### config.mk
export PLATFORM = sky130hd
export DESIGN_NAME = des_iter_ctrl
export DESIGN_NICKNAME = d
export VERILOG_FILES = /design/src/rtl/des_pkg.sv /design/src/rtl/des_feistel_round.sv /design/src/rtl/des_iter_ctrl.sv
export SDC_FILE = /design/constraint.sdc
export NUM_CORES = 1
export LEC_CHECK = 0
export CAP_MARGIN = 10
export CELL_PAD_IN_SITES_DETAIL_PLACEMENT = 0
export CELL_PAD_IN_SITES_GLOBAL_PLACEMENT = 1
export CORE_MARGIN = 2
export CORE_UTILIZATION = 47
export CTS_CLUSTER_SIZE = 8
export DETAILED_ROUTE_END_ITERATION = 10
export PLACE_DENSITY_LB_ADDON = 0.08
export REMOVE_ABC_BUFFERS = 1
export SLEW_MARGIN = 20
export SYNTH_ARGS = -nofsm -noshare
export SYNTH_HDL_FRONTEND = slang
export SYNTH_HIERARCHICAL = 1
export SYNTH_SLANG_ARGS = --single-unit
### constraint.sdc
create_clock -name clk -period 8.2 [get_ports clk]
set_clock_uncertainty 0.05 [all_clocks]
set_input_delay 1.64 -clock clk [delete_from_list [all_inputs] [get_ports clk]]
set_output_delay 1.64 -clock clk [all_outputs]
set_load 0.02 [all_outputs]
### src/rtl/des_pkg.sv
// Shared DES definitions: block/half/subkey typedefs, controller state
// encoding, the standard permutation and S-box tables, and helpers for
// applying them. Bit 0 of every vector is DES bit 1 (the MSB).
package des_pkg;

  typedef logic [0:63] des_block_t;
  typedef logic [0:31] des_half_t;
  typedef logic [0:47] des_subkey_t;
  typedef logic [0:27] des_cd_t;
  typedef logic [0:55] des_cd_pair_t;

  typedef enum logic [1:0] {
    IDLE = 2'd0,
    RUN  = 2'd1,
    DONE = 2'd2
  } des_state_t;

  // Encrypt rotate amounts per round; decrypt walks this table backwards.
  localparam logic [1:0] SHIFT_SCHED [16] = '{
    2'd1, 2'd1, 2'd2, 2'd2, 2'd2, 2'd2, 2'd2, 2'd2,
    2'd1, 2'd2, 2'd2, 2'd2, 2'd2, 2'd2, 2'd2, 2'd1
  };

  localparam int IP_TBL [64] = '{
    58, 50, 42, 34, 26, 18, 10, 2,
    60, 52, 44, 36, 28, 20, 12, 4,
    62, 54, 46, 38, 30, 22, 14, 6,
    64, 56, 48, 40, 32, 24, 16, 8,
    57, 49, 41, 33, 25, 17,  9, 1,
    59, 51, 43, 35, 27, 19, 11, 3,
    61, 53, 45, 37, 29, 21, 13, 5,
    63, 55, 47, 39, 31, 23, 15, 7
  };

  localparam int FP_TBL [64] = '{
    40, 8, 48, 16, 56, 24, 64, 32,
    39, 7, 47, 15, 55, 23, 63, 31,
    38, 6, 46, 14, 54, 22, 62, 30,
    37, 5, 45, 13, 53, 21, 61, 29,
    36, 4, 44, 12, 52, 20, 60, 28,
    35, 3, 43, 11, 51, 19, 59, 27,
    34, 2, 42, 10, 50, 18, 58, 26,
    33, 1, 41,  9, 49, 17, 57, 25
  };

  localparam int PC1_TBL [56] = '{
    57, 49, 41, 33, 25, 17,  9,
     1, 58, 50, 42, 34, 26, 18,
    10,  2, 59, 51, 43, 35, 27,
    19, 11,  3, 60, 52, 44, 36,
    63, 55, 47, 39, 31, 23, 15,
     7, 62, 54, 46, 38, 30, 22,
    14,  6, 61, 53, 45, 37, 29,
    21, 13,  5, 28, 20, 12,  4
  };

  localparam int PC2_TBL [48] = '{
    14, 17, 11, 24,  1,  5,
     3, 28, 15,  6, 21, 10,
    23, 19, 12,  4, 26,  8,
    16,  7, 27, 20, 13,  2,
    41, 52, 31, 37, 47, 55,
    30, 40, 51, 45, 33, 48,
    44, 49, 39, 56, 34, 53,
    46, 42, 50, 36, 29, 32
  };

  localparam int E_TBL [48] = '{
    32,  1,  2,  3,  4,  5,
     4,  5,  6,  7,  8,  9,
     8,  9, 10, 11, 12, 13,
    12, 13, 14, 15, 16, 17,
    16, 17, 18, 19, 20, 21,
    20, 21, 22, 23, 24, 25,
    24, 25, 26, 27, 28, 29,
    28, 29, 30, 31, 32,  1
  };

  localparam int P_TBL [32] = '{
    16,  7, 20, 21, 29, 12, 28, 17,
     1, 15, 23, 26,  5, 18, 31, 10,
     2,  8, 24, 14, 32, 27,  3,  9,
    19, 13, 30,  6, 22, 11,  4, 25
  };

  // Indexed by {row(b1,b6), column(b2..b5)}, i.e. row*16 + column.
  localparam int SBOX_TBL [8][64] = '{
    '{14, 4,13, 1, 2,15,11, 8, 3,10, 6,12, 5, 9, 0, 7,
       0,15, 7, 4,14, 2,13, 1,10, 6,12,11, 9, 5, 3, 8,
       4, 1,14, 8,13, 6, 2,11,15,12, 9, 7, 3,10, 5, 0,
      15,12, 8, 2, 4, 9, 1, 7, 5,11, 3,14,10, 0, 6,13},
    '{15, 1, 8,14, 6,11, 3, 4, 9, 7, 2,13,12, 0, 5,10,
       3,13, 4, 7,15, 2, 8,14,12, 0, 1,10, 6, 9,11, 5,
       0,14, 7,11,10, 4,13, 1, 5, 8,12, 6, 9, 3, 2,15,
      13, 8,10, 1, 3,15, 4, 2,11, 6, 7,12, 0, 5,14, 9},
    '{10, 0, 9,14, 6, 3,15, 5, 1,13,12, 7,11, 4, 2, 8,
      13, 7, 0, 9, 3, 4, 6,10, 2, 8, 5,14,12,11,15, 1,
      13, 6, 4, 9, 8,15, 3, 0,11, 1, 2,12, 5,10,14, 7,
       1,10,13, 0, 6, 9, 8, 7, 4,15,14, 3,11, 5, 2,12},
    '{ 7,13,14, 3, 0, 6, 9,10, 1, 2, 8, 5,11,12, 4,15,
      13, 8,11, 5, 6,15, 0, 3, 4, 7, 2,12, 1,10,14, 9,
      10, 6, 9, 0,12,11, 7,13,15, 1, 3,14, 5, 2, 8, 4,
       3,15, 0, 6,10, 1,13, 8, 9, 4, 5,11,12, 7, 2,14},
    '{ 2,12, 4, 1, 7,10,11, 6, 8, 5, 3,15,13, 0,14, 9,
      14,11, 2,12, 4, 7,13, 1, 5, 0,15,10, 3, 9, 8, 6,
       4, 2, 1,11,10,13, 7, 8,15, 9,12, 5, 6, 3, 0,14,
      11, 8,12, 7, 1,14, 2,13, 6,15, 0, 9,10, 4, 5, 3},
    '{12, 1,10,15, 9, 2, 6, 8, 0,13, 3, 4,14, 7, 5,11,
      10,15, 4, 2, 7,12, 9, 5, 6, 1,13,14, 0,11, 3, 8,
       9,14,15, 5, 2, 8,12, 3, 7, 0, 4,10, 1,13,11, 6,
       4, 3, 2,12, 9, 5,15,10,11,14, 1, 7, 6, 0, 8,13},
    '{ 4,11, 2,14,15, 0, 8,13, 3,12, 9, 7, 5,10, 6, 1,
      13, 0,11, 7, 4, 9, 1,10,14, 3, 5,12, 2,15, 8, 6,
       1, 4,11,13,12, 3, 7,14,10,15, 6, 8, 0, 5, 9, 2,
       6,11,13, 8, 1, 4,10, 7, 9, 5, 0,15,14, 2, 3,12},
    '{13, 2, 8, 4, 6,15,11, 1,10, 9, 3,14, 5, 0,12, 7,
       1,15,13, 8,10, 3, 7, 4,12, 5, 6,11, 0,14, 9, 2,
       7,11, 4, 1, 9,12,14, 2, 0, 6,10,13,15, 3, 5, 8,
       2, 1,14, 7, 4,10, 8,13,15,12, 9, 0, 3, 5, 6,11}
  };

  function automatic des_block_t des_ip(input des_block_t x);
    des_block_t y;
    for (int i = 0; i < 64; i++) y[i] = x[IP_TBL[i] - 1];
    return y;
  endfunction

  function automatic des_block_t des_fp(input des_block_t x);
    des_block_t y;
    for (int i = 0; i < 64; i++) y[i] = x[FP_TBL[i] - 1];
    return y;
  endfunction

  // Parity bits never appear in PC1_TBL, so they drop out here.
  function automatic des_cd_pair_t des_pc1(input des_block_t x);
    des_cd_pair_t y;
    for (int i = 0; i < 56; i++) y[i] = x[PC1_TBL[i] - 1];
    return y;
  endfunction

  function automatic des_subkey_t des_pc2(input des_cd_pair_t x);
    des_subkey_t y;
    for (int i = 0; i < 48; i++) y[i] = x[PC2_TBL[i] - 1];
    return y;
  endfunction

  function automatic des_subkey_t des_e(input des_half_t x);
    des_subkey_t y;
    for (int i = 0; i < 48; i++) y[i] = x[E_TBL[i] - 1];
    return y;
  endfunction

  function automatic des_half_t des_p(input des_half_t x);
    des_half_t y;
    for (int i = 0; i < 32; i++) y[i] = x[P_TBL[i] - 1];
    return y;
  endfunction

  function automatic des_half_t des_sbox(input des_subkey_t x);
    des_half_t  y;
    logic [5:0] six;
    for (int i = 0; i < 8; i++) begin
      six = x[6*i +: 6];
      y[4*i +: 4] = 4'(SBOX_TBL[i][{six[5], six[0], six[4:1]}]);
    end
    return y;
  endfunction

  function automatic des_cd_t des_rotl(input des_cd_t x, input logic [1:0] n);
    des_cd_t y;
    case (n)
      2'd1:    y = {x[1:27], x[0]};
      2'd2:    y = {x[2:27], x[0:1]};
      default: y = x;
    endcase
    return y;
  endfunction

  function automatic des_cd_t des_rotr(input des_cd_t x, input logic [1:0] n);
    des_cd_t y;
    case (n)
      2'd1:    y = {x[27], x[0:26]};
      2'd2:    y = {x[26:27], x[0:25]};
      default: y = x;
    endcase
    return y;
  endfunction

endpackage

### src/rtl/des_feistel_round.sv
// One combinational DES round: R' = L ^ P(S(E(R) ^ K)).
module des_feistel_round
  import des_pkg::*;
(
  input  des_half_t   l,
  input  des_half_t   r,
  input  des_subkey_t subkey,
  output des_half_t   r_next
);

  des_subkey_t e_mix;
  des_half_t   s_out;

  // Expansion, key mix, substitution, permutation, then fold into L.
  always_comb begin
    e_mix  = des_e(r) ^ subkey;
    s_out  = des_sbox(e_mix);
    r_next = l ^ des_p(s_out);
  end

endmodule

### src/rtl/des_iter_ctrl.sv
// Iterative DES controller: one Feistel round per clock with on-the-fly
// subkey generation, IP on accept and swap+FP folded into the last round.
//
//   state | meaning
//   ------+-----------------------------------------------------------
//   IDLE  | in_ready high, waiting for a job
//   RUN   | one round per cycle, rnd_q = 0 .. NUM_ROUNDS-1
//   DONE  | out_valid high, text_out held until out_ready
module des_iter_ctrl
  import des_pkg::*;
#(
  parameter int unsigned NUM_ROUNDS = 16
) (
  input  logic        clk,
  input  logic        rst_n,
  input  logic        in_valid,
  output logic        in_ready,
  input  logic [0:63] text_in,
  input  logic [0:63] key_in,
  input  logic        decrypt,
  output logic        out_valid,
  input  logic        out_ready,
  output logic [0:63] text_out,
  output logic        busy
);

  localparam logic [3:0] LAST_RND = 4'(NUM_ROUNDS - 1);

  des_state_t   state_q, state_d;
  des_half_t    l_q, r_q, f_out;
  des_cd_t      c_q, d_q, c_nxt, d_nxt;
  logic [3:0]   rnd_q;
  logic         mode_q;
  des_block_t   text_out_q, ip_blk, fp_blk;
  des_cd_pair_t pc1_key;
  des_subkey_t  subkey;
  logic [1:0]   shift_amt;
  logic         accept, last_rnd;

  // Key schedule: decrypt replays the encrypt rotations in reverse order,
  // with no rotation before its first round.
  always_comb begin
    shift_amt = 2'd0;
    if (!mode_q) begin
      shift_amt = SHIFT_SCHED[rnd_q];
    end else if (rnd_q != 4'd0) begin
      shift_amt = SHIFT_SCHED[4'd0 - rnd_q];
    end
    c_nxt   = mode_q ? des_rotr(c_q, shift_amt) : des_rotl(c_q, shift_amt);
    d_nxt   = mode_q ? des_rotr(d_q, shift_amt) : des_rotl(d_q, shift_amt);
    subkey  = des_pc2({c_nxt, d_nxt});
    ip_blk  = des_ip(text_in);
    pc1_key = des_pc1(key_in);
    // Final swap: R_next goes to the left half, L_next (= R) to the right.
    fp_blk  = des_fp({f_out, r_q});
  end

  des_feistel_round u_round (
    .l      (l_q),
    .r      (r_q),
    .subkey (subkey),
    .r_next (f_out)
  );

  // State register.
  always_ff @(posedge clk or negedge rst_n) begin
    if (!rst_n) state_q <= IDLE;
    else        state_q <= state_d;
  end

  // Next-state and handshake outputs.
  always_comb begin
    state_d   = state_q;
    in_ready  = 1'b0;
    out_valid = 1'b0;
    busy      = 1'b0;
    accept    = 1'b0;
    last_rnd  = 1'b0;
    case (state_q)
      IDLE: begin
        in_ready = 1'b1;
        if (in_valid) begin
          accept  = 1'b1;
          state_d = RUN;
        end
      end
      RUN: begin
        busy = 1'b1;
        if (rnd_q == LAST_RND) begin
          last_rnd = 1'b1;
          state_d  = DONE;
        end
      end
      DONE: begin
        busy      = 1'b1;
        out_valid = 1'b1;
        if (out_ready) state_d = IDLE;
      end
      default: state_d = IDLE;
    endcase
  end

  // Datapath: load on accept, iterate while running, capture result on last round.
  always_ff @(posedge clk or negedge rst_n) begin
    if (!rst_n) begin
      l_q        <= '0;
      r_q        <= '0;
      c_q        <= '0;
      d_q        <= '0;
      rnd_q      <= '0;
      mode_q     <= 1'b0;
      text_out_q <= '0;
    end else if (accept) begin
      l_q    <= ip_blk[0:31];
      r_q    <= ip_blk[32:63];
      c_q    <= pc1_key[0:27];
      d_q    <= pc1_key[28:55];
      mode_q <= decrypt;
      rnd_q  <= '0;
    end else if (state_q == RUN) begin
      l_q <= r_q;
      r_q <= f_out;
      c_q <= c_nxt;
      d_q <= d_nxt;
      if (last_rnd) text_out_q <= fp_blk;
      else          rnd_q      <= rnd_q + 4'd1;
    end
  end

  assign text_out = text_out_q;

endmodule
* Yosys cells after proc, flatten, opt, wreduce, memory -nomap -nowiden
Memories as Yosys holds them, arrays and structs flattened. Cells that the tools add are included.
Word-level totals: output and inout port bits 67, memory bits (read-only) 16448, flip-flop bits (word level) 191, bits of input ports 133, word-level logic and storage cells 113, memories 10
Memories:
- (name not given) | depth 64, width 32, rd ports 1, clocked after Yosys merged registers in 0, write ports 0, RTL line des_pkg.sv:164 | y[4*i +: 4] = 4'(SBOX_TBL[i][{six[5], six[0], six[4:1]}]);
- (name not given) | depth 64, width 32, rd ports 1, clocked after Yosys merged registers in 0, write ports 0, RTL line des_pkg.sv:164
- (name not given) | depth 64, width 32, rd ports 1, clocked after Yosys merged registers in 0, write ports 0, RTL line des_pkg.sv:164
- (name not given) | depth 64, width 32, rd ports 1, clocked after Yosys merged registers in 0, write ports 0, RTL line des_pkg.sv:164
- (name not given) | depth 64, width 32, rd ports 1, clocked after Yosys merged registers in 0, write ports 0, RTL line des_pkg.sv:164
- (name not given) | depth 64, width 32, rd ports 1, clocked after Yosys merged registers in 0, write ports 0, RTL line des_pkg.sv:164
- +4 memories
Cells by class: reduce and logical (&&, ||, !) cells 9, bitwise operators 13, equality and inequality tests 9, magnitude comparators 10, add/subtract/negate cells 2, multiplexer cells 50
Operator list (number):
- 28-bit one-hot mux with 2 select lines | 4
- 28-bit 2-to-1 mux | 6
- 32-bit 2-to-1 mux | 4
- 4-bit 2-to-1 mux | 19
- 7-bit greater-or-equal comparator (second input constant) | 8
- 6-bit NOT with 7-bit output | 8
- 48-bit XOR | 1
- 32-bit XOR | 1
- 2-bit 2-to-1 mux | 9
- 5-bit greater-or-equal comparator (second input constant) | 2
- 4-bit NOT with 5-bit output | 2
- 2-bit inequality test (second input constant) | 4
- 1-bit 2-to-1 mux | 7
- 2-bit one-hot mux with 3 select lines | 1
- 3-bit AND reduction | 2
- 4-bit by 1-bit adder with 4-bit output (second input constant) | 1
- 2-bit by 1-bit equality test with 1-bit output (second input constant) | 2
- 2-bit equality test (second input constant) | 2
- 4-bit equality test (second input constant) | 1
- 2-bit AND reduction | 2
- 4-bit nonzero test | 1
- 1-bit by 4-bit subtractor with 4-bit output (first input constant) | 1
- 3-bit nonzero test | 1
- 2-bit zero test | 1
- other kinds (3) | 3

* Longest topological paths before layout
Gate-level depths: netlist (run 1).
depth after elaboration 18, depth in mapped cells 23, mapped depth without buffers 19

* Cells and area by module
The synthesis (run 1) kept the hierarchy.
Modules (own cells, without submodules):
- des_iter_ctrl | cells an instance 935, sequential area each 4779.6 um^2, times used 1, area each 10102.2 um^2
- des_feistel_round | cells an instance 712, sequential area each 0.0 um^2, times used 1, area each 5373.9 um^2

* Least setup slack after synthesis (run 1)
No wires, ideal clock.
path type reg2reg, start register rnd_q[0], end register text_out_q[2] (netlist: text_out[61]), data required time 8.025 ns, data arrival time 5.009 ns, library setup time 0.125 ns, path slack 3.017 ns, clock period less this slack 5.183 ns, stages on the path, launching flop included 21, buffers on the path 4, cells stage by stage dfrtp_1 inv_1 ha_1 or3b_2 o31ai_1 o311ai_0 ha_1 or2_2 buf_2 buf_2 o221ai_1 xnor2_1 clkbuf_1 ha_1 clkbuf_1 mux2i_1 a221oi_1 o32ai_1 a311oi_1 xnor2_1 mux2_2
Between the ends: word-level cells in the longest chain between the ends 16, elaborated cells on any way between the ends 27, classes of those cells 1 x add/sub; 3 x eq/ne; 13 x mux; 5 x bitwise; 2 x reduce/logical; 3 x memory
Ends and longest elaborated chain:
- start: declaration | RTL line des_iter_ctrl.sv:32 | logic [3:0] rnd_q;
- start signal: assignment | RTL line des_iter_ctrl.sv:126 | else rnd_q <= rnd_q + 4'd1;
- 1-bit by 4-bit subtractor with 4-bit output | RTL line des_iter_ctrl.sv:47 | shift_amt = SHIFT_SCHED[4'd0 - rnd_q];
- 4-bit NOT with 5-bit output (implied by the code) | RTL line des_iter_ctrl.sv:47
- memory read 16 x 2 bit
- 2-bit 2-to-1 mux (implied by the code) (2 in series) | RTL line des_iter_ctrl.sv:47
- 2-bit 2-to-1 mux | RTL line des_iter_ctrl.sv:46 | end else if (rnd_q != 4'd0) begin
- 2-bit 2-to-1 mux * | RTL line des_iter_ctrl.sv:44 | if (!mode_q) begin
- 2-bit equality test / 2-bit by 1-bit equality test with 1-bit output (equally long branches) | RTL line des_pkg.sv:171, des_pkg.sv:181
- 28-bit one-hot mux with 2 select lines (on tied branches) | RTL line des_pkg.sv:171, des_pkg.sv:181
- 28-bit 2-to-1 mux * | RTL line des_iter_ctrl.sv:49 | c_nxt = mode_q ? des_rotr(c_q, shift_amt) : des_rotl(c_q, shift_amt);
- via c_nxt[27] | RTL line des_iter_ctrl.sv:31 | des_cd_t c_q, d_q, c_nxt, d_nxt;
- 48-bit XOR * | RTL line des_feistel_round.sv:16 | e_mix = des_e(r) ^ subkey;
- 6-bit NOT with 7-bit output (implied by the code) * | RTL line des_pkg.sv:164
- memory read 64 x 32 bit *
- 4-bit 2-to-1 mux (implied by the code) * (2 in series) | RTL line des_pkg.sv:164
- 32-bit XOR * | RTL line des_feistel_round.sv:18 | r_next = l ^ des_p(s_out);
- via f_out[15] | RTL line des_iter_ctrl.sv:30 | des_half_t l_q, r_q, f_out;
- end signal: assignment | RTL line des_iter_ctrl.sv:125 | if (last_rnd) text_out_q <= fp_blk;
- end: declaration | RTL line des_iter_ctrl.sv:34 | des_block_t text_out_q, ip_blk, fp_blk;
Mark *: on every way through the listed nets, which the timed path passes. The rest lies on a longest branch. The select of a mux whose other input is x is not followed. A chain may end at the register's enable or synchronous reset.

* Final worst setup path (run 1)
start register rnd_q[0], end register text_out_q[40] (netlist: text_out[23])
Same word-level chain as after synthesis.

==> parameters.txt, run 1 <==
Parameter                              Value

STA
  Period minus WS final    roughly 6.6 ns
  Normalized max-slew margin    31.9%
  Part of the cycle the worst path needs    80.6%
  Minimum hold slack    0.457 ns
  Setup TNS    0 ns
  Setup repair after global routing missed its margin    no
  Upper clock frequency limit    about 0.15 GHz
  Actual transition at the worst max-transition pin    roughly 1.0 ns
  Number of endpoints failing setup at the final stage    0
  Final slew viol count    0
  Final number of hold-violating endpoints    0

Yosys
  Post-synthesis instance area    around 15,000 um2
  Sequential cell area fraction in the yosys report    30.9%
  Mean post-synth cell area    approximately 9.4 um2
  Cell variety after synth    71
  Fraction of registers with async set/reset    100%
  Warnings from Yosys    6
  Count of state elements after synthesis    between 150 and 200
  Most used flip-flop cell after synthesis    sky130_fd_sc_hd__dfrtp_1
  Number of enable flip-flop cells after synthesis    0
  Synthesized instance count    roughly 1.6k

Hold path
  Hold WC Path Type    reg2reg
  Worst Min Path Start    text_out[20]$_DFFE_PN0P_
  Hold Path Depth    1

Clocking
  Worst-Skew Late Latency    0.46 ns
  Sink Count    about 190
  CTS max path bufs    2
  H-tree depth reported by CTS    4
  Number of gates resized after CTS    0
  Clock-pin slew reported for the worst setup and hold paths after clock tree synthesis    about 0.07 ns
  TritonCTS clock tree    yes
  Post-CTS setup repair buffer count    0
  Total clock buffers created by CTS    17
  Count of hold buffers inserted by post-cts repair    0
  Cell chosen for the clock root    sky130_fd_sc_hd__clkbuf_16

Route
  Detail-routed net length per standard cell    ~21 um
  Total Routed Length    46,200 um
  Number of nets with antenna violations after routing    0
  Routed vias/inst    just over 6
  Number of design-rule violations left by the first detailed-router iteration    1,134
  Length of the first detailed-routing pass in iterations    6
  Remaining design rule violation count    0
  Via count    13.8k

Worst setup path
  Critical setup path kind    reg2reg
  Launch point of the worst path    rnd_q[0]$_DFFE_PN0P_
  CP Capture Type    register
  Critical path data arrival time    approximately 6.9 ns
  WP data required    approximately 8.5 ns
  Cell count of the worst reg-to-reg path    16
  CP startpoint kind    register
  Launch instance of the worst register-to-register path    rnd_q[0]$_DFFE_PN0P_
  Biggest fanout along the worst timing path    between 50 and 60

Die
  Core box area    approximately 32,000 um2
  Count of standard-cell rows    66
  Area enclosed by the die boundary    34,400 um2
  Die height    between 150 and 200 um
  Initial Util    between 40% and 50%
  Number of top-level design ports    200
  Die Wd    185 um

Placement
  Total of buffers placed on input and output ports    between 150 and 200
  Final HPWL from detailed placement    between 30,000 and 40,000 um
  Weighted congestion reported at the end of routability-driven placement    0.907

GRT
  Global-route wire length before repair    roughly 73,000 um
  Remaining Overflow, GRT    0
  Maximum number of pins on one net before global-route repair    96
  Initial antenna violation count    3
  Global-route usage over all layers    a little over a quarter
  Via count of the first global-routing pass    12.9k

Layout
  Total Nets Final    approximately 2k
  Finished Core Util    between 50% and 60%
  Area overhead of the layout relative to synthesis    18.0%
  Fillcell total    approximately 3k
  Share of layout cells above drive strength 1    around 13%

Outcome
  Outcome    finished, final reports clean

Run
  Total of max-cap violations    0
-- cells by family (layout without fill, tap and decap cells) --
logic type	after synthesis	after routing	share of synthesized area, %
simple gates	372	372	10.8
flops	191	191	30.9
xor+xnor	130	130	7.70
other cells	0	3	0
buf+inv	179	312	5.04
compound gates	511	511	24.4
mux	194	194	15.5
fa+ha+maj	70	70	5.66
-- worst paths after layout --
check                                           end  slack (ns)
max                        text_out[23]$_DFFE_PN0P_        1.59
min                        text_out[20]$_DFFE_PN0P_        0.46
min reg2reg                text_out[20]$_DFFE_PN0P_        0.46
min in group asynchronous  text_out[25]$_DFFE_PN0P_        1.22
max in group asynchronous       d_q[10]$_DFFE_PN0P_        5.61
max reg2reg                text_out[23]$_DFFE_PN0P_        1.59
-- synthesized netlist by cell type, types with 23 or more instances --
library cell | instances | area, um2
sky130_fd_sc_hd__mux2i_1 | 100 | 1000
sky130_fd_sc_hd__a22oi_1 | 105 | 788
sky130_fd_sc_hd__o21ai_0 | 101 | 505
sky130_fd_sc_hd__o221ai_1 | 54 | 473
sky130_fd_sc_hd__nor2_1 | 49 | 184
sky130_fd_sc_hd__mux2_2 | 58 | 653
sky130_fd_sc_hd__or3_1 | 51 | 319
sky130_fd_sc_hd__dfrtp_1 | 191 | 4780
sky130_fd_sc_hd__nor3_1 | 26 | 130
sky130_fd_sc_hd__nand2_1 | 197 | 739
sky130_fd_sc_hd__a211oi_1 | 23 | 173
sky130_fd_sc_hd__inv_1 | 45 | 169
sky130_fd_sc_hd__clkbuf_1 | 79 | 297
sky130_fd_sc_hd__mux4_2 | 24 | 541
sky130_fd_sc_hd__o221a_2 | 48 | 541
sky130_fd_sc_hd__buf_2 | 45 | 225
sky130_fd_sc_hd__ha_1 | 70 | 876
sky130_fd_sc_hd__a21oi_1 | 54 | 270
sky130_fd_sc_hd__xor2_1 | 51 | 447
sky130_fd_sc_hd__xnor2_1 | 72 | 631
-- flip-flops by register name (all words and copies together) (netlist names) --
| register | flops |
|---|---|
| c_q | 28 |
| d_q | 28 |
| l_q | 32 |
| mode_q | 1 |
| r_q | 32 |
| rnd_q | 4 |
| state_q | 2 |
| text_out | 64 |
-- final cells by class --
cell class	count	area, um2	share of cell area [%]
clock inverters	9	87.6	0.479
multi-input cells	1277	9960	54.5
repair buffers	236	2250	12.3
diodes	3	7.51	0.0411
inverters	47	176	0.966
clock buffers	20	447	2.45
flip-flops and latches	191	4780	26.2
well taps	442	553	3.03
-- critical path: stages, from the launching register on --
cell and delay, ns:
sky130_fd_sc_hd__dfrtp_1 0.45, sky130_fd_sc_hd__inv_1 0.09, sky130_fd_sc_hd__ha_1 0.33, sky130_fd_sc_hd__or3b_2 0.47, sky130_fd_sc_hd__o31ai_1 0.14, sky130_fd_sc_hd__o311ai_0 0.30, sky130_fd_sc_hd__ha_4 0.73, sky130_fd_sc_hd__nand2b_1 0.44
sky130_fd_sc_hd__buf_4 0.42, sky130_fd_sc_hd__o221ai_1 0.33, sky130_fd_sc_hd__xor2_1 0.70, sky130_fd_sc_hd__inv_1 0.32, sky130_fd_sc_hd__ha_1 0.28, sky130_fd_sc_hd__mux4_2 0.47, sky130_fd_sc_hd__mux4_2 0.51, sky130_fd_sc_hd__xnor2_1 0.15
sky130_fd_sc_hd__mux2_2 0.27
-- per-layer routing --
metal | global-route usage (%) | up-vias | part of all wire [%] | routed length, um
met2 | 42.0 | 474 | 46 | 21400
met5 | 0 | - | 0 | 0
met4 | 12.1 | 0 | 3.7 | 1710
met1 | 37.8 | 6758 | 44 | 20600
li1 | - | 6493 | - | -
met3 | 4.03 | 67 | 5.6 | 2570
-- placed cells by master, fill, tap and decap left out, types with 6 or more instances in the layout --
master	instances
sky130_fd_sc_hd__a211oi_1	23
sky130_fd_sc_hd__mux2_2	58
sky130_fd_sc_hd__a221oi_1	14
sky130_fd_sc_hd__a21oi_1	54
sky130_fd_sc_hd__o31ai_1	6
sky130_fd_sc_hd__a311oi_1	7
sky130_fd_sc_hd__o221ai_1	54
sky130_fd_sc_hd__nor2_1	49
sky130_fd_sc_hd__o221a_2	48
sky130_fd_sc_hd__o2111ai_1	7
sky130_fd_sc_hd__nand3_1	21
sky130_fd_sc_hd__nand2_1	196
sky130_fd_sc_hd__clkbuf_16	17
sky130_fd_sc_hd__mux2_4	10
sky130_fd_sc_hd__o22ai_1	7
sky130_fd_sc_hd__and3_1	10
sky130_fd_sc_hd__buf_4	45
sky130_fd_sc_hd__nor3_1	26
sky130_fd_sc_hd__o21ai_0	101
sky130_fd_sc_hd__xor2_2	6
sky130_fd_sc_hd__mux4_2	24
sky130_fd_sc_hd__xor2_1	51
sky130_fd_sc_hd__a221o_1	9
sky130_fd_sc_hd__clkdlybuf4s50_1	190
sky130_fd_sc_hd__o211ai_1	21
sky130_fd_sc_hd__a31oi_1	15
sky130_fd_sc_hd__a22oi_1	105
sky130_fd_sc_hd__or3_1	51
sky130_fd_sc_hd__mux2i_1	100
sky130_fd_sc_hd__dfrtp_1	191
sky130_fd_sc_hd__inv_1	45
sky130_fd_sc_hd__xnor2_1	71
sky130_fd_sc_hd__ha_1	67
-- stage by stage --
| stage | instances | worst slack, ns | cell area (um2) |
|---|---|---|---|
| after floorplan | 1515 | 1.50 | 14900 |
| after global placement | 2193 | 1.73 | 17700 |
| after detailed placement | 2193 | 1.67 | 17700 |
| after CTS | 2222 | 1.65 | 18300 |
| after global routing | 2225 | 1.18 | 18300 |
| final | 2225 | 1.59 | 18300 |
Power of run 1 is left out: the tool's default activity adds up to more than one toggle a clock period on the data nets, which glitch-free logic cannot reach.
==> inputs of run 2 (changes only) <==
--- a/config.mk
+++ b/config.mk
@@ -9,7 +9,7 @@
 export CELL_PAD_IN_SITES_DETAIL_PLACEMENT = 0
 export CELL_PAD_IN_SITES_GLOBAL_PLACEMENT = 1
 export CORE_MARGIN = 2
-export CORE_UTILIZATION = 47
+export CORE_UTILIZATION = 44
 export CTS_CLUSTER_SIZE = 8
 export DETAILED_ROUTE_END_ITERATION = 10
 export PLACE_DENSITY_LB_ADDON = 0.08
==> constraint.sdc (replaced) <==
create_clock -name clk -period 6.92 [get_ports clk]
set_clock_uncertainty 0.05 [all_clocks]
set_input_delay 1.384 -clock clk [delete_from_list [all_inputs] [get_ports clk]]
set_output_delay 1.384 -clock clk [all_outputs]
set_load 0.02 [all_outputs]
==> parameters.txt, run 2 (synthesis results as in run 1) <==
Parameter                              Value

Clocking
  CTS max path bufs    2
  TritonCTS clock tree    yes
  Sink Count    approximately 190
  Post-CTS setup repair buffer count    0
  Cell chosen for the clock root    sky130_fd_sc_hd__clkbuf_16
  Number of gates resized after CTS    0
  Clock-pin slew reported for the worst setup and hold paths after clock tree synthesis    about 0.08 ns
  Worst-Skew Late Latency    ~0.46 ns
  H-tree depth reported by CTS    4
  Total clock buffers created by CTS    17
  Count of hold buffers inserted by post-cts repair    0

Outcome
  Outcome    finished, final reports clean

STA
  Part of the cycle the worst path needs    between 80% and 90%
  Period minus WS final    a little over 6 ns
  Setup TNS    0 ns
  Number of endpoints failing setup at the final stage    0
  Upper clock frequency limit    0.166 GHz
  Final number of hold-violating endpoints    0
  Actual transition at the worst max-transition pin    about 0.9 ns
  Normalized max-slew margin    38.3%
  Final slew viol count    0
  Setup repair after global routing missed its margin    no

Die
  Core box area    34,600 um2
  Initial Util    44.7%
  Count of standard-cell rows    a little under 70
  Die height    about 190 um
  Area enclosed by the die boundary    between 30,000 and 40,000 um2
  Number of top-level design ports    200
  Die Wd    between 150 and 200 um

Layout
  Finished Core Util    between 50 and 60%
  Area overhead of the layout relative to synthesis    20.3%
  Fillcell total    roughly 3.2k
  Total Nets Final    approximately 2.0k
  Commonest cells after routing, fill and taps aside    195 x sky130_fd_sc_hd__nand2_1, 191 x sky130_fd_sc_hd__dfrtp_1, 190 x sky130_fd_sc_hd__clkdlybuf4s50_1, 105 x sky130_fd_sc_hd__a22oi_1, 101 x sky130_fd_sc_hd__o21ai_0
  Max FFs per register    64
  Antenna cell count    0
  Final design area excluding fillers    between 15,000 and 20,000 um2
  Share of layout cells above drive strength 1    between 10% and 20%
  Most frequent standard cell in the layout excluding fill and tap cells    sky130_fd_sc_hd__nand2_1

Placement
  Placed Instance Area    about 18,000 um2
  Final HPWL from detailed placement    about 33,000 um
  Total of buffers placed on input and output ports    roughly 190
  Weighted congestion reported at the end of routability-driven placement    approximately 0.88

Route
  Total Routed Length    between 40,000 and 50,000 um
  Length of the first detailed-routing pass in iterations    5
  Detail-routed net length per standard cell    about 21 um
  Number of nets with antenna violations after routing    0
  Via count    13.9k
  Remaining design rule violation count    0
  Routed vias/inst    approximately 6.2
  Number of design-rule violations left by the first detailed-router iteration    1,045

Worst setup path
  Biggest fanout along the worst timing path    24
  CP startpoint kind    register
  CP Capture Type    register
  Critical path data arrival time    6.35 ns
  Critical setup path kind    reg2reg
  WP data required    around 7.2 ns

Hold path
  Hold WC Path Type    reg2reg

Run
  Total of max-cap violations    0

GRT
  Remaining Overflow, GRT    0
  Global-route wire length before repair    just under 80,000 um
  Maximum number of pins on one net before global-route repair    about 140
  Via count of the first global-routing pass    between 10k and 15k
  Initial antenna violation count    0
  Global-route usage over all layers    26.6%
[run 2: cell types whose count changed in the layout (fill, tap and decap cells not counted), moves of 2 or more]
cell / delta
sky130_fd_sc_hd__buf_4: +24
sky130_fd_sc_hd__buf_12: +4
sky130_fd_sc_hd__diode_2: -3
sky130_fd_sc_hd__bufinv_16: +2
sky130_fd_sc_hd__clkbuf_1: -2
sky130_fd_sc_hd__inv_8: +2
[run 2: path summary, 6_finish.rpt]
check / endpoint / from / slack (ns) / depth (start not counted)
worst max-delay path: r_q[2]$_DFFE_PN0P_ / rnd_q[0]$_DFFE_PN0P_ / 0.89 / 18
worst min-delay path: text_out[24]$_DFFE_PN0P_ / text_out[24]$_DFFE_PN0P_ / 0.46 / 1
worst max register to register: r_q[2]$_DFFE_PN0P_ / rnd_q[0]$_DFFE_PN0P_ / 0.89 / 18
worst min register to register: text_out[24]$_DFFE_PN0P_ / text_out[24]$_DFFE_PN0P_ / 0.46 / 1
max in group asynchronous: l_q[24]$_DFFE_PN0P_ / rst_n / 4.79 / 2
min in group asynchronous: text_out[47]$_DFFE_PN0P_ / rst_n / 0.84 / 1
[run 2: area by class of cell]
| type | instances | area [um2] | share of cell area, % |
|---|---|---|---|
| multi-input combinational | 1277 | 9960 | 53.5 |
| tap | 455 | 569 | 3.06 |
| inverter | 47 | 176 | 0.948 |
| sequential | 191 | 4780 | 25.7 |
| clock buffer | 18 | 439 | 2.36 |
| timing repair buffer | 264 | 2510 | 13.5 |
| clock inverter | 14 | 181 | 0.974 |
[run 2: per-stage QoR]
stage	setup WS [ns]	hold WS (ns)	std cells
after floorplan	0.219	0.460	1515
after global placement	1.04	0.440	2234
final	0.890	0.457	2266
after global routing	0.369	0.470	2266
after detailed placement	0.973	0.444	2234
after CTS	0.939	0.462	2266
[run 2: routing by layer]
| metal | share of wire (%) | GRT usage [%] |
|---|---|---|
| met1 | 45 | 37.0 |
| met2 | 47 | 43.1 |
| met3 | 5.0 | 3.86 |
| met4 | 2.2 | 7.37 |
| met5 | 0 | 0 |
[run 2: critical path, cell delays in order (launching register included)]
cell and delay [ns]:
sky130_fd_sc_hd__dfrtp_1 0.46, sky130_fd_sc_hd__inv_1 0.09, sky130_fd_sc_hd__ha_1 0.33, sky130_fd_sc_hd__or3b_2 0.46
sky130_fd_sc_hd__o31ai_1 0.14, sky130_fd_sc_hd__o311ai_0 0.29, sky130_fd_sc_hd__ha_4 0.34, sky130_fd_sc_hd__or2_2 0.43
sky130_fd_sc_hd__buf_12 0.22, sky130_fd_sc_hd__o221ai_1 0.41, sky130_fd_sc_hd__xor2_1 0.74, sky130_fd_sc_hd__ha_1 0.45
sky130_fd_sc_hd__inv_1 0.21, sky130_fd_sc_hd__xnor2_1 0.19, sky130_fd_sc_hd__a21oi_1 0.10, sky130_fd_sc_hd__mux4_2 0.52
sky130_fd_sc_hd__xnor2_1 0.22, sky130_fd_sc_hd__mux2i_1 0.10, sky130_fd_sc_hd__o21ai_0 0.18
Power of run 2 is left out for the same reason.
